## src/rtl/mem_access_unit.sv

```systemverilog
// MEM-stage data-memory access controller: request/ack bus transaction, load alignment and extension.
// Optional build macro MISALIGN_FAULT_EN: misaligned halfword/word accesses fault without a bus cycle.
module mem_access_unit #(
  parameter int MAX_WAIT = 255
) (
  input  logic        CLK,
  input  logic        RESET,
  input  logic        MEM_READ_EN_EXMEM,
  input  logic        MEM_WRITE_EN_EXMEM,
  input  logic [2:0]  FUNCT3_EXMEM,
  input  logic [31:0] ALU_RES_EXMEM,
  input  logic [31:0] STORE_DATA_EXMEM,
  output logic        MEM_BUSYWAIT,
  output logic [31:0] MEM_READ_MEM,
  output logic        ACCESS_FAULT,
  output logic        DM_REQ,
  output logic        DM_WE,
  output logic [31:0] DM_ADDR,
  output logic [31:0] DM_WDATA,
  output logic [3:0]  DM_BYTE_EN,
  input  logic [31:0] DM_RDATA,
  input  logic        DM_ACK
);

  typedef enum logic [1:0] {IDLE = 2'b00, WAIT = 2'b01, DONE = 2'b10} state_t;

  state_t      state_r, state_s;
  logic [7:0]  wait_cnt_r;
  logic [2:0]  funct3_r;
  logic [1:0]  lane_r;
  logic        op_valid_s, illegal_s, misalign_s, reject_s, timeout_s;

  function automatic logic [31:0] load_align(input logic [31:0] rdata, input logic [1:0] lane,
                                             input logic [2:0] funct3);
    logic [7:0]  b;
    logic [15:0] h;
    b = rdata[{lane, 3'b000} +: 8];
    h = lane[1] ? rdata[31:16] : rdata[15:0];
    case (funct3)
      3'b000:  return {{24{b[7]}}, b};
      3'b001:  return {{16{h[15]}}, h};
      3'b100:  return {24'h000000, b};
      3'b101:  return {16'h0000, h};
      default: return rdata;
    endcase
  endfunction

  function automatic logic [3:0] store_lanes(input logic [1:0] lane, input logic [2:0] funct3);
    case (funct3)
      3'b000:  return 4'b0001 << lane;
      3'b001:  return 4'b0011 << {lane[1], 1'b0};
      default: return 4'b1111;
    endcase
  endfunction

  function automatic logic [31:0] store_data(input logic [31:0] data, input logic [2:0] funct3);
    case (funct3)
      3'b000:  return {4{data[7:0]}};
      3'b001:  return {2{data[15:0]}};
      default: return data;
    endcase
  endfunction

  assign op_valid_s = MEM_READ_EN_EXMEM | MEM_WRITE_EN_EXMEM;
  assign illegal_s  = (MEM_READ_EN_EXMEM & MEM_WRITE_EN_EXMEM)
                    | (FUNCT3_EXMEM == 3'b011) | (FUNCT3_EXMEM == 3'b110) | (FUNCT3_EXMEM == 3'b111)
                    | (MEM_WRITE_EN_EXMEM & ((FUNCT3_EXMEM == 3'b100) | (FUNCT3_EXMEM == 3'b101)));
`ifdef MISALIGN_FAULT_EN
  assign misalign_s = ((FUNCT3_EXMEM[1:0] == 2'b01) & ALU_RES_EXMEM[0])
                    | ((FUNCT3_EXMEM[1:0] == 2'b10) & (ALU_RES_EXMEM[1:0] != 2'b00));
`else
  assign misalign_s = 1'b0;
`endif
  assign reject_s  = illegal_s | misalign_s;
  assign timeout_s = (wait_cnt_r == 8'(MAX_WAIT - 1));

  // Stall is combinational so the pipeline freezes in the same cycle the op appears; reset forces it low.
  assign MEM_BUSYWAIT = ~RESET & (((state_r == IDLE) & op_valid_s) | (state_r == WAIT));

  // State register.
  always_ff @(posedge CLK or posedge RESET) begin
    if (RESET) state_r <= IDLE;
    else       state_r <= state_s;
  end

  // Next-state logic.
  always_comb begin
    state_s = state_r;
    case (state_r)
      IDLE: begin
        if (op_valid_s) state_s = reject_s ? DONE : WAIT;
        else            state_s = IDLE;
      end
      WAIT: begin
        if (DM_ACK || timeout_s) state_s = DONE;
        else                     state_s = WAIT;
      end
      DONE:    state_s = IDLE;
      default: state_s = IDLE;
    endcase
  end

  // Bus outputs, request context, wait counter, result and fault registers.
  always_ff @(posedge CLK or posedge RESET) begin
    if (RESET) begin
      DM_REQ       <= 1'b0;
      DM_WE        <= 1'b0;
      DM_ADDR      <= 32'h0000_0000;
      DM_WDATA     <= 32'h0000_0000;
      DM_BYTE_EN   <= 4'b0000;
      MEM_READ_MEM <= 32'h0000_0000;
      ACCESS_FAULT <= 1'b0;
      wait_cnt_r   <= 8'h00;
      funct3_r     <= 3'b000;
      lane_r       <= 2'b00;
    end else begin
      case (state_r)
        IDLE: begin
          if (op_valid_s && reject_s) begin
            ACCESS_FAULT <= 1'b1;
            MEM_READ_MEM <= 32'h0000_0000;
          end else if (op_valid_s) begin
            DM_REQ     <= 1'b1;
            DM_WE      <= MEM_WRITE_EN_EXMEM;
            DM_ADDR    <= {ALU_RES_EXMEM[31:2], 2'b00};
            DM_WDATA   <= MEM_WRITE_EN_EXMEM ? store_data(STORE_DATA_EXMEM, FUNCT3_EXMEM) : 32'h0000_0000;
            DM_BYTE_EN <= MEM_WRITE_EN_EXMEM ? store_lanes(ALU_RES_EXMEM[1:0], FUNCT3_EXMEM) : 4'b1111;
            funct3_r   <= FUNCT3_EXMEM;
            lane_r     <= ALU_RES_EXMEM[1:0];
            wait_cnt_r <= 8'h00;
          end else begin
            ACCESS_FAULT <= 1'b0;
          end
        end
        WAIT: begin
          if (DM_ACK) begin
            DM_REQ <= 1'b0;
            if (!DM_WE) MEM_READ_MEM <= load_align(DM_RDATA, lane_r, funct3_r);
            else        MEM_READ_MEM <= MEM_READ_MEM;
          end else if (timeout_s) begin
            DM_REQ       <= 1'b0;
            MEM_READ_MEM <= 32'h0000_0000;
            ACCESS_FAULT <= 1'b1;
          end else begin
            wait_cnt_r <= wait_cnt_r + 8'h01;
          end
        end
        DONE:    ACCESS_FAULT <= 1'b0;
        default: ACCESS_FAULT <= 1'b0;
      endcase
    end
  end

endmodule

```

## config.mk

```make
export PLATFORM = sky130hd
export DESIGN_NAME = mem_access_unit
export DESIGN_NICKNAME = d
export VERILOG_FILES = /design/src/rtl/mem_access_unit.sv
export SDC_FILE = /design/constraint.sdc
export NUM_CORES = 1
export LEC_CHECK = 0
export ABC_CLOCK_PERIOD_IN_PS = 8550
export CORE_MARGIN = 5
export CORE_UTILIZATION = 40
export CTS_BUF_LIST = sky130_fd_sc_hd__clkbuf_16
export DETAILED_ROUTE_END_ITERATION = 10
export GPL_ROUTABILITY_DRIVEN = 1
export HOLD_SLACK_MARGIN = 0.03
export PLACE_DENSITY_LB_ADDON = 0.2
export SLEW_MARGIN = 10
export SYNTH_ARGS = -nofsm -noshare
export SYNTH_HDL_FRONTEND = slang
export SYNTH_SLANG_ARGS = --single-unit
```

## constraint.sdc

```tcl
create_clock -name CLK -period 8.55 [get_ports CLK]
set_input_delay 1.2825 -clock CLK [delete_from_list [all_inputs] [get_ports CLK]]
set_output_delay 1.2825 -clock CLK [all_outputs]
set_load 0.02 [all_outputs]
```

# [After elaboration in Yosys (flattened, before gate mapping)]
# Index checks and enable logic that the tools add are counted.
[totals] mem_count=0 ramBits=0 out_inout_bits=104 register_bits=116 latchBits=0 elab_cells=89 inputBits=104 rom_bits=0
[classes] n_addsub=1 muxes=30 reduce_logical=11 n_mul=0 n_bitwise=13 eq_ne=20 div=0 shifts=3 magnitude_cmp=0
[op_table] operator="$mux 32" count=5
[op_table] operator="$pmux 32 s2" count=2
[op_table] operator="$pmux 32 s4" count=1
[op_table] operator="$mux 8" count=4
[op_table] operator="$shiftx 32x6->8" count=1
[op_table] operator="$eq 3x3->1 const B" count=6
[op_table] operator="$mux 16" count=1
[op_table] operator="$pmux 8 s2" count=1
[op_table] operator="$ne 2x2->1 const B" count=5
[op_table] operator="$add 8x1->8 const B" count=1
[op_table] operator="$eq 8x8->1 const B" count=1
[op_table] operator="$mux 1" count=8
[op_table] operator="$pmux 4 s2" count=1
[op_table] operator="$reduce_and 4->1" count=2
[op_table] operator="$or 1x1->1" count=7
[op_table] operator="$eq 3x1->1 const B" count=2
[op_table] operator="$logic_not 3->1" count=2
[op_table] operator="$mux 2" count=3
[op_table] operator="$ne 3x3->1 const B" count=2
[op_table] operator="$reduce_and 3->1" count=2
[op_table] operator="$reduce_and 5->1" count=1
[op_table] operator="$and 1x1->1" count=4
[op_table] operator="$mux 4" count=1
[op_table] operator="$pmux 1 s2" count=2
[op_table] operator="other kinds (12)" count=13

# [Depth between registers and ports, before layout]
# Gate-level depths: netlist of the first run.
[depth] word_depth=8 mapped_depth=7

# [Worst setup path after synthesis of the first run]
# OpenSTA, ideal clock, no wires.
[synth_timing] kind="input port to output port" startpoint="input port MEM_WRITE_EN_EXMEM" endpoint="output port MEM_BUSYWAIT" arrival_ps=2329 required_time_ps=7267 stages=4 n_path_buf=2 path_slack_ps=4939 path_cell_list="clkbuf_1 clkbuf_1 nor3_1 nor3_1"
[synth_between] elab_chain_len=4
[synth_lines] item="start, declared" line_no="9" source="input logic MEM_WRITE_EN_EXMEM,"
[synth_lines] item="$or 1x1->1" line_no="64" source="assign op_valid_s = MEM_READ_EN_EXMEM | MEM_WRITE_EN_EXMEM;"
[synth_lines] item="$and 1x1->1" line_no="78" source="assign MEM_BUSYWAIT = ~RESET & (((state_r == IDLE) & op_valid_s) | (state_r == WAIT));"
[synth_lines] item="$or 1x1->1" line_no="78"
[synth_lines] item="$and 1x1->1" line_no="78"
[synth_lines] item="end, declared" line_no="13" source="output logic MEM_BUSYWAIT,"
# No other way between the ends.

# [Final worst setup path of the first run]
# Ends and elaborated chain as after synthesis.

==> results of run 1 <==
layer usage:
metal | GRT usage | vias up
li1 | - | 2328
met1 | 0.2462 | 2362
met2 | 0.3322 | 173
met3 | 0.08029 | 18
met4 | 0.06751 | 0
met5 | 0 | -
cell families after synthesis:
group	after synthesis	synth area share
AOI/OAI and AO/OA	110	0.1533
adders and majority gates	2	0.004596
xor gates and xnor gates	3	0.004827
and+or+nand+nor	241	0.1880
muxes	34	0.06757
other	1	0.0006888
DFF	116	0.5332
buffers and inverters	57	0.04780
registers in the layout, summed over array words and instances (netlist names):
register      cells
lane_r            2
funct3_r          3
DM_ADDR          30
ACCESS_FAULT      1
MEM_READ_MEM     32
DM_BYTE_EN        4
DM_WDATA         32
wait_cnt_r        8
DM_REQ            1
state_r           2
DM_WE             1
layout by cell type, fill, tap and decap left out, drive strengths merged, types with 15 or more instances in the layout:
cell           instances
o211ai                15
mux2i                 21
o21ai                 37
inv                   20
nand2                178
nand3                 19
a221o                 16
dfrtp                116
clkbuf                17
clkdlybuf4s50        205
synth_stat cells (all sizes together) (3+ instances only):
library cell,count
nand2,178
dfrtp,116
o21ai,37
clkbuf,22
mux2i,21
inv,19
nand3,19
a221o,16
buf,16
o211ai,15
nor2,13
mux2,12
nand2b,10
a21boi,8
a21oi,8
a32o,8
a32oi,5
nor3,4
nand4,3
nor2b,3
where the power goes:
group	switching (mW)	leakage, nW	internal [mW]	total, mW
sequential	0.163	1.51	0.763	0.926
clock	0.241	0.295	0.478	0.719
combinational	0.629	1.90	0.543	1.17
total	1.03	3.70	1.78	2.82
metrics by stage:
stage | hold slack [ns] | utilization | std cells | power, mW
2_1_floorplan | 0.4698 | - | 565 | 1.524
3_3_place_gp | 0.4524 | 0.5716 | 913 | 2.085
3_5_place_dp | 0.4551 | 0.5716 | 913 | 2.112
4_1_cts | 0.4663 | 0.6164 | 945 | 2.843
5_1_grt | 0.4880 | 0.6164 | 945 | 2.972
6_report | 0.4660 | 0.6164 | 945 | 2.817
worst reg2reg max path: stages (launching register included):
cell and delay [ns]:
sky130_fd_sc_hd__dfrtp_1 0.49, sky130_fd_sc_hd__nor2_1 0.25, sky130_fd_sc_hd__o2111a_2 0.62, sky130_fd_sc_hd__buf_4 0.51, sky130_fd_sc_hd__o211ai_1 0.20, sky130_fd_sc_hd__nand2_1 0.10
area by class of cell:
type                            count  share of cell area
Clock buffer                       17             0.05191
Tap cell                          176             0.02687
Multi-Input combinational cell    392              0.2823
Sequential cell                   116              0.3542
Clock inverter                     15             0.02076
Timing Repair Buffer              210              0.2550
Inverter                           19            0.009008
worst min-delay path by stage:
stage                                   from                       end  cells past startpoint  slack (ns)
floorplan            funct3_r[2]$_DFFE_PP0P_   funct3_r[2]$_DFFE_PP0P_                      2        0.47
global placement    DM_WDATA[15]$_DFFE_PP0P_  DM_WDATA[15]$_DFFE_PP0P_                      2        0.45
detailed placement  DM_WDATA[16]$_DFFE_PP0P_  DM_WDATA[16]$_DFFE_PP0P_                      2        0.46
CTS                 DM_WDATA[16]$_DFFE_PP0P_  DM_WDATA[16]$_DFFE_PP0P_                      2        0.47
global route        DM_WDATA[16]$_DFFE_PP0P_  DM_WDATA[16]$_DFFE_PP0P_                      2        0.49
finish              DM_WDATA[20]$_DFFE_PP0P_  DM_WDATA[20]$_DFFE_PP0P_                      2        0.47
==> flow_summary.toml, run 1 <==
[synth]
synthDominantCellAreaShare = 0.5332
seq_area_frac_synth = 0.5332
synthArstFlopShare = 1.000
yosys_warnings = 0
synth_enable_flop_cells = 0
synthesized_area_divided_by_synthesized_cell_count_um2 = 9.652
ys_dominant_reg_cell = "sky130_fd_sc_hd__dfrtp_1"
synth.ff_latch_count = 116
synth.distinct_cells = 51
synth_top_area_cell = "sky130_fd_sc_hd__dfrtp_1"
synthCells = 564
syn_area_mm2 = 0.005444
synth.area.top_cells = "sky130_fd_sc_hd__dfrtp_1 53%, sky130_fd_sc_hd__nand2_1 12%, sky130_fd_sc_hd__mux2i_1 3.9%"

[timing]
rsz0062_at_grt = "no"
timing.final.max_slew_violations = 0
fmax_mhz = 206.3
fin_skew_ns = 0.005890
min_period_ns = 4.847
worst-slew-pin-transition_ns = 1.240
timing.final.hold_violations = 0
timing.max_slew.rel_slack = 0.1708
setup_ws_ns = 3.703
setup_viol = 0
post-route-period-util = 0.5669
tns_ns = 0

[cells_and_area]
multi_input_comb_area_mm2 = 0.002313
insertedDiodeCount = 0
ff_latch_area_mm2 = 0.002903
fin_nets = 862
area_delta_synth_final_pct = 50.54
final_layout_size_suffix_gt1_frac = 0.07412
n_fill_cell = 1123
post-route-cell-area_mm2 = 0.008195

[floorplan]
core_mm2 = 0.01330
placementRows = 42
die_area_mm2 = 0.01604
die_height_um = 126.7
io_pins = 208
initial_core_util = 0.4095
fp.dieW_um = 126.7

[grt]
largest_net_degree_at_the_start_of_global_routing = 63
number_of_global_route_vias_before_repair = 5056
grt_overall_usage = 0.2032
grt_antenna_before_repair = 0
grt.overflow.total = 0
wire_length_of_the_first_global_routing_pass_um = 26180

[critical_path]
critPathTopFamily = "buffers and inverters"
setup.worst_path.end_class = "primary output"
path_depth = 4
r2r_slack_ns = 6.32
reg2reg_to = "DM_WDATA[11]$_DFFE_PP0P_"
rr_worst_depth = 5
cp_data_arrival_time_ns = 3.56
worst_setup_path_start_kind = "primary input"
critPathCapture = "MEM_BUSYWAIT"
critical-path-slowest-cell = "sky130_fd_sc_hd__clkdlybuf4s50_1"
worst_path_largest_cell_delay_ns = 1.29
critPathLaunch = "MEM_WRITE_EN_EXMEM"
regToRegStartpoint = "state_r[1]$_DFF_PP0_"
critical_path.cell_chain = "clkdlybuf4s50_1 > nor3_1 > nor3_1 > clkdlybuf4s50_1"
worst-setup-path-type = "primary input to primary output"
worst-path-max-fanout = 32
critPathRequiredTime_ns = 7.27
worstPathBufferInverterCount = 2

[detailed_routing]
viasPerCell = 5.165
detailroute.via_count = 4881
routed_wl_um = 16470
met1Wirelength_um = 6747
route.detailed.drc = 0
wl_met3_um = 1458
wl_met2_um = 7976
top_layer = "met4"
wire_per_inst_um = 17.43
antenna_violating_nets_post_route = 0
number_of_iterations_in_the_first_detailed_routing_pass = 4
drtIter0Drc = 232

[placed_design]
dpl-instance-area_mm2 = 0.007600
port_buffers = 205
place_hpwl_um = 11860
gp_congestion = 0.8448
dp_worst_slack_ns = 3.739

[clock_network]
cts-buffers-inserted = 17
cts.hold.buffers_added = 0
cts.htree.levels = 4
clk_pin_slew_ns = 0.05
numClockSinks = 116
root_buffer_cell = "sky130_fd_sc_hd__clkbuf_16"
post_cts.resized_instances = 0
clock_path_buffers = 2
postCtsSetupBuffers = 0
worst_skew_pair.late_latency_ns = 0.40
tritoncts = "done"

[status]
result_of_the_run = "finished, final reports clean"

[flow_run]
cap_violations = 0

[power_and_ir_drop]
worst_ir_drop_vdd_mv = 0.2171
power_leakage_nw = 3.703
power_density_mw_per_mm2 = 343.7

[min_path]
min-delay-path-class = "register to register"
(Power assumes the default switching activity.)
==> run 2, diff against run 1 <==
--- a/config.mk
+++ b/config.mk
@@ -5,7 +5,7 @@
 export SDC_FILE = /design/constraint.sdc
 export NUM_CORES = 1
 export LEC_CHECK = 0
-export ABC_CLOCK_PERIOD_IN_PS = 8550
+export ABC_CLOCK_PERIOD_IN_PS = 4100
 export CORE_MARGIN = 5
 export CORE_UTILIZATION = 40
 export CTS_BUF_LIST = sky130_fd_sc_hd__clkbuf_16
==> constraint.sdc (replaced) <==
create_clock -name CLK -period 4.1 [get_ports CLK]
set_input_delay 0.615 -clock CLK [delete_from_list [all_inputs] [get_ports CLK]]
set_output_delay 0.615 -clock CLK [all_outputs]
set_load 0.02 [all_outputs]
==> run 2 against run 1 <==
  * Core utilization decreased by 0.22 points
  * Die area stayed put
  * Worst setup slack got worse by 2.4 ns
  * Critical path type unchanged
==> flow_summary.toml, run 2 (synthesis gave the netlist of run 1 again) <==
[status]
result_of_the_run = "finished, final reports clean"

[cells_and_area]
insertedDiodeCount = 0
fin_nets = 865
commonest_non_fill_non_tap_cell_in_the_layout = "sky130_fd_sc_hd__clkdlybuf4s50_1"
top_regs = "DM_WDATA x32, MEM_READ_MEM x32, DM_ADDR x30"
n_fill_cell = 1146
final_layout_size_suffix_gt1_frac = 0.07403
area_delta_synth_final_pct = 50.01
most-common-layout-cells = "205 x sky130_fd_sc_hd__clkdlybuf4s50_1, 178 x sky130_fd_sc_hd__nand2_1, 116 x sky130_fd_sc_hd__dfrtp_1"

[clock_network]
numClockSinks = 116
post_cts.resized_instances = 0
worst_skew_pair.late_latency_ns = 0.41
cts.hold.buffers_added = 0
root_buffer_cell = "sky130_fd_sc_hd__clkbuf_16"
cts-buffers-inserted = 17
cts.htree.levels = 4
tritoncts = "done"
clock_path_buffers = 2
postCtsSetupBuffers = 0
clk_pin_slew_ns = 0.05

[grt]
grt_overall_usage = 0.2076
wire_length_of_the_first_global_routing_pass_um = 26650
grt.overflow.total = 0
largest_net_degree_at_the_start_of_global_routing = 85
grt_antenna_before_repair = 0
number_of_global_route_vias_before_repair = 5118

[placed_design]
place_hpwl_um = 11910
port_buffers = 205
gp_congestion = 0.8559

[detailed_routing]
route.detailed.drc = 0
drtIter0Drc = 362
antenna_violating_nets_post_route = 0
wire_per_inst_um = 17.64
detailroute.via_count = 4933
viasPerCell = 5.215
routed_wl_um = 16690
number_of_iterations_in_the_first_detailed_routing_pass = 5

[critical_path]
worst_setup_path_start_kind = "primary input"
setup.worst_path.end_class = "primary output"
critPathRequiredTime_ns = 3.48
cp_data_arrival_time_ns = 2.19
rr_worst_depth = 4
worst-setup-path-type = "primary input to primary output"
worst-path-max-fanout = 7

[min_path]
min-delay-path-class = "register to register"
hold_depth = 2

[timing]
tns_ns = 0
worst-slew-pin-transition_ns = 1.055
timing.max_slew.rel_slack = 0.2966
post-route-period-util = 0.6836
fin_skew_ns = 0.005060
min_period_ns = 2.803
fmax_mhz = 356.8
timing.final.hold_violations = 0
timing.final.max_slew_violations = 0
finalHoldWorstSlack_ns = 0.4643
rsz0062_at_grt = "no"
setup_viol = 0

[flow_run]
cap_violations = 0

[floorplan]
core_mm2 = 0.01330
placementRows = 42
initial_core_util = 0.4095
die_area_mm2 = 0.01604
io_pins = 208
fp.dieW_um = 126.7
die_height_um = 126.7

[power_and_ir_drop]
power_density_mw_per_mm2 = 702.5
power_leakage_nw = 3.713
worst_ir_drop_vdd_mv = 0.3636
==> run 2: cell count changes in the layout (fill, tap and decap cells not counted), sizes merged <==
cell | previous run | this run
clkinv | 9 | 5
inv | 20 | 25
clkinvlp | 1 | 0
buf | 5 | 8
bufinv | 4 | 2
==> run 2: worst max-delay path, stage by stage <==
cell and delay (ns):
sky130_fd_sc_hd__clkdlybuf4s50_1 0.66, sky130_fd_sc_hd__nor3_1 0.12, sky130_fd_sc_hd__nor3_1 0.15, sky130_fd_sc_hd__clkdlybuf4s50_1 0.64
==> run 2: worst paths after layout <==
check,start,end,slack (ns)
setup / recovery,MEM_WRITE_EN_EXMEM,MEM_BUSYWAIT,1.30
hold / removal,DM_WDATA[19]$_DFFE_PP0P_,DM_WDATA[19]$_DFFE_PP0P_,0.46
setup reg to reg,lane_r[1]$_DFFE_PP0P_,MEM_READ_MEM[10]$_DFFE_PP0P_,1.92
hold reg to reg,DM_WDATA[19]$_DFFE_PP0P_,DM_WDATA[19]$_DFFE_PP0P_,0.46
max in group asynchronous,RESET,DM_ADDR[22]$_DFFE_PP0P_,2.39
min in group asynchronous,RESET,ACCESS_FAULT$_DFFE_PP0P_,0.84
==> run 2: through the flow <==
stage               setup WS (ns)  area, um2  instances    util  power, mW
floorplan                  0.4126       5448        565       -      3.179
detailed placement          1.223       7635        916  0.5743      4.414
finish                      1.297       8167        946  0.6142      5.737
global route                1.227       8167        946  0.6142      6.053
CTS                         1.286       8167        946  0.6142      5.792
global placement            1.298       7635        916  0.5743      4.360
==> run 2: metal layers <==
metal  vias to the layer above  track usage  wire [um]
met4                         0      0.07950        366
met2                       211       0.3350       8004
met5                         -            0          0
met1                      2355       0.2542       6866
met3                        31      0.07692       1455
li1                       2336            -          -
==> run 2: power breakdown <==
part | leakage [nW] | total (mW) | internal [mW] | switching, mW
Clock | 0.287 | 1.36 | 0.863 | 0.492
Combinational | 1.92 | 2.45 | 1.14 | 1.31
Sequential | 1.51 | 1.93 | 1.59 | 0.341
==> run 2: layout make-up <==
type,instances,area [um2],area share
Sequential cell,116,2903,0.3554
Multi-Input combinational cell,392,2313,0.2833
Timing Repair Buffer,213,2125,0.2602
Clock buffer,17,425.4,0.05209
Tap cell,176,220.2,0.02696
Clock inverter,13,106.4,0.01302
Inverter,19,73.82,0.009039
